<file path="src/rtl/handshake_packer.sv">
// Valid/ready width upsizer: packs RATIO narrow beats into one wide word,
// closing early on last_i with a contiguous keep mask.
module handshake_packer #(
  parameter int WIDTH = 32,
  parameter int RATIO = 4
) (
  input  logic                   clk,
  input  logic                   rst,
  input  logic                   valid_i,
  output logic                   ready_o,
  input  logic [WIDTH-1:0]       data_i,
  input  logic                   last_i,
  output logic                   valid_o,
  input  logic                   ready_i,
  output logic [WIDTH*RATIO-1:0] data_o,
  output logic [RATIO-1:0]       keep_o,
  output logic                   last_o
);

  localparam int CW = $clog2(RATIO);

  logic [CW-1:0]                cnt;
  logic [RATIO-2:0][WIDTH-1:0]  acc;
  logic [RATIO-1:0][WIDTH-1:0]  word_r;
  logic [RATIO-1:0][WIDTH-1:0]  word_next;
  logic [RATIO-1:0]             keep_next;
  logic                         accept;
  logic                         drain;
  logic                         complete;

  // Handshake: a transfer happens on a rising edge where valid && ready are
  // both high. Valid never depends on ready; ready_o depends only on the
  // output slot (free, or being drained this cycle), never on valid_i/last_i.
  assign ready_o  = !valid_o || ready_i;
  assign accept   = valid_i && ready_o;
  assign drain    = valid_o && ready_i;
  assign complete = accept && (last_i || cnt == CW'(RATIO - 1));
  assign data_o   = word_r;

  // Accumulator slots at or above cnt are always zero, so only slots below
  // cnt are copied and everything above the current beat stays zero.
  always_comb begin
    word_next = '0;
    keep_next = '0;
    for (int k = 0; k < RATIO - 1; k++) begin
      if (CW'(k) < cnt) word_next[k] = acc[k];
    end
    for (int k = 0; k < RATIO; k++) begin
      if (CW'(k) == cnt) word_next[k] = data_i;
      keep_next[k] = (CW'(k) <= cnt);
    end
  end

  always_ff @(posedge clk or posedge rst) begin
    if (rst) begin
      cnt     <= '0;
      acc     <= '0;
      valid_o <= 1'b0;
      word_r  <= '0;
      keep_o  <= '0;
      last_o  <= 1'b0;
    end else begin
      if (drain) valid_o <= 1'b0;
      if (complete) begin
        valid_o <= 1'b1;
        word_r  <= word_next;
        keep_o  <= keep_next;
        last_o  <= last_i;
        cnt     <= '0;
        acc     <= '0;
      end else if (accept) begin
        for (int k = 0; k < RATIO - 1; k++) begin
          if (CW'(k) == cnt) acc[k] <= data_i;
        end
        cnt <= cnt + CW'(1);
      end
    end
  end

endmodule
</file>
<file path="config.mk">
export PLATFORM = sky130hd
export DESIGN_NAME = handshake_packer
export DESIGN_NICKNAME = d
export VERILOG_FILES = /design/src/rtl/handshake_packer.sv
export SDC_FILE = /design/constraint.sdc
export NUM_CORES = 1
export LEC_CHECK = 0
export ABC_AREA = 1
export ABC_CLOCK_PERIOD_IN_PS = 11000
export CORE_UTILIZATION = 54
export CTS_CLUSTER_SIZE = 25
export DETAILED_ROUTE_END_ITERATION = 6
export MAX_ROUTING_LAYER = met4
export PLACE_DENSITY = 0.81
export SETUP_SLACK_MARGIN = 0.2
export SYNTH_ARGS = -nofsm -noshare
export SYNTH_HDL_FRONTEND = slang
export SYNTH_SLANG_ARGS = --single-unit
</file>
<file path="constraint.sdc">
create_clock -name clk -period 11 [get_ports clk]
set_clock_uncertainty 0.2 [all_clocks]
set_input_delay 1.65 -clock clk [delete_from_list [all_inputs] [get_ports clk]]
set_output_delay 1.65 -clock clk [all_outputs]
set_load 0.01 [all_outputs]
</file>
==> impl_results.md <==
* Initial Util at 55.63%
* Worst Setup EP: ready_o
* CTS tree: built
* Fin. Hold Viols at 0
* Endpoint type of the worst setup path: output pin
* Layout Cells excl Fill at 1724
* 1st-iter DRT viols at 1160
* Remaining DRCs at 0
* Resize count post-CTS at 0
* Final min period at 4.695 ns
* Share of the synthesized area in the top cell type at 55.42%
* Reg2Reg Depth at 8
* Largest fanout on the critical path at 4
* Dpl cells at 1683
* Clock root cell: clkbuf_16
* CTS sink cnt at 232
* Core footprint at 18830 µm²
* Reg2reg start: cnt[1]$_DFFE_PP0P_
* Worst Hold Class: reg2reg
* Unique masters post-synth at 16
* Post-synth top area cell: dfrtp_1
* Vias in the first global route at 9110
* WP data arrival at 2.84 ns
* Rel. slew slack at 23.81%
* Detail Route Antenna Nets at 0
* Maximum VDD drop at 0.1288 mV
* Die width at 141.3 µm
* Slowest-stage cell, CP: clkdlybuf4s50_1
* Total gr overflow at 0
* Final WL at 28.56 mm
* Ys async rst share at 100.0%
* RSZ-0062 raised after global routing: false
* Critical path origin: ready_i
* Cts hold-fix bufs at 0
* Count leader, synth: nand2_1
* Least-Margin Pin Slew at 1.140 ns
* Clock latency on the worst-skew pair at 0.52 ns
* Setup Crit Path Kind: in2out
* Mapped Avg Cell Area at 7.841 µm²
* CP Cell Sequence: clkdlybuf4s50_1, inv_1, nand2_1, clkdlybuf4s50_1
* Synth area leaders: dfrtp_1 (55%), nand2_1 (28%), nand4_1 (5.7%)
* Max cap viols at 0
* Primary FF master, synth: dfrtp_1
* Num CTS Buffers at 24
* Delay-heaviest family, CP: buffers and inverters
* Critical hold path startpoint: data_o[2]$_DFFE_PP0P_
* Port Buffers at 171
* Clock Path Buffers at 3
* Crit path depth at 4
* Dpl ws at 6.308 ns
* Synthesized flop and latch total at 232
* Die area at 19960 µm²
* Status: finished clean
* FF-to-FF End: acc[10]$_DFFE_PP0P_
* Antenna cells at 0
* Synthesis warning total at 0
* Fin crit share at 42.68%
* Final net count at 1491
* Layout area overhead at 24.26%
* Post-route setup slack at 6.305 ns
* Post-Syn Instances at 1336
* Synthesized Nets at 1378
* Post-synthesis sequential area ratio at 55.42%
* Fillers at 1497
* Power Density at 204.8 nW/µm²
* FF-to-FF setup slack at 7.28 ns
* Avg WL per Cell at 16.57 µm
* H-tree levels at 1
* Chip height at 141.3 µm
* Antenna violations before repair at 0
* Worst Path Buf+Inv at 3
* GP Congestion at 0.7992
* Final Setup Violations at 0
* # IOs at 172
* Post-CTS setup buffers at 0
* Number of synthesized flops with an enable pin at 0
* Most used cell, CP: clkdlybuf4s50_1
* Routed vias at 9513
* Slew Limit Fails at 0
* Most frequent cells after synthesis: nand2_1 (788), dfrtp_1 (232), nand3_1 (98), nand4_1 (96), buf_2 (45)
* Crit path largest cell delay at 0.55 ns
* Layout cell share with drive strength beyond 1 at 4.303%
* Largest net degree at the start of global routing at 103
* Gr usage total at 30.18%
* Number of vias per cell at 5.518
* 1st-pass router iterations at 5
* Leakage at 7.006 nW
* Total power at 2.665 mW
* Hpwl dp at 16.48 mm
* Setup TNS Final at 0 ns
* F_max at 0.2130 GHz
* Row count at 50
* Clock Pin Slew Worst Setup and Hold Paths at 0.06 ns
* Startpoint types: input port
* Cell Area, Synth at 10480 µm²
* First-pass GRT wire length at 46.89 mm
* WP data required at 9.15 ns
registers in the layout, summed over array words and instances, names as in the netlist:
register  count
data_o      128
acc          96
valid_o       1
cnt           2
keep_o        4
last_o        1
metrics by stage:
step           cell area, µm²  hold slack, ns  util (%)
2_1_floorplan           10480          0.2498         -
3_3_place_gp            12190          0.2542     64.75
3_5_place_dp            12190          0.2577     64.75
4_1_cts                 13020          0.2722     69.12
5_1_grt                 13020          0.2860     69.12
6_report                13020          0.2688     69.12
worst min path at each step:
| stage | to | slack [ns] | cells past startpoint |
|---|---|---|---|
| finish | data_o[2]$_DFFE_PP0P_ | 0.27 | 2 |
| detailed placement | data_o[75]$_DFFE_PP0P_ | 0.26 | 2 |
| global placement | data_o[2]$_DFFE_PP0P_ | 0.25 | 2 |
| CTS | data_o[91]$_DFFE_PP0P_ | 0.27 | 2 |
| global route | data_o[21]$_DFFE_PP0P_ | 0.29 | 2 |
| floorplan | acc[29]$_DFFE_PP0P_ | 0.25 | 2 |
cells by family after synthesis:
group / synth area share, %
AND/OR/NAND/NOR: 38.95
flip-flops: 55.42
buffers and inverters: 4.838
adder cells (fa/ha/maj): 0.5972
AO/OA/AOI/OAI: 0.1910
cell type report:
type / count / area (µm²) / share of cell area, %
Tap cell: 260 / 325.3 / 2.499
Timing Repair Buffer: 187 / 1832 / 14.07
Clock buffer: 33 / 705.7 / 5.422
Clock inverter: 8 / 117.6 / 0.9036
Sequential cell: 232 / 5806 / 44.60
Inverter: 9 / 41.29 / 0.3172
Multi-Input combinational cell: 995 / 4189 / 32.18
per-layer routing:
layer | share of wire (%) | GRT usage, % | vias up | wire length [µm]
met5 | 0 | - | - | 0
met4 | 2.5 | 9.439 | 0 | 709
met1 | 43 | 41.70 | 4558 | 12140
met2 | 47 | 46.33 | 415 | 13440
li1 | - | - | 4468 | -
met3 | 8.0 | 4.522 | 72 | 2272
power by group:
group	switching (mW)	internal [mW]	total, mW	leakage [nW]
combinational	0.422	0.290	0.712	3.48
clock	0.329	0.516	0.845	0.406
sequential	0.0967	1.01	1.11	3.12
layout by cell type (no fill, tap or decap), types with 2 or more instances in the layout:
cell,count
ha_2,4
o21ai_0,3
nand4_1,96
nand2_1,788
buf_4,16
clkbuf_1,3
bufinv_16,3
inv_1,8
dfrtp_1,232
clkdlybuf4s50_1,171
clkbuf_8,5
nor2_4,2
nand3_1,98
clkbuf_16,25
clkinv_2,4
worst register-to-register path, cell delays in order, from the launching register on:
cell and delay, ns:
dfrtp_1 0.64, buf_4 0.41, inv_1 0.15, ha_2 0.20
inv_1 0.81, nand2_1 0.12, nand2_1 0.86, nand2_1 0.15
nand2_1 0.12
(Power assumes the default switching activity.)
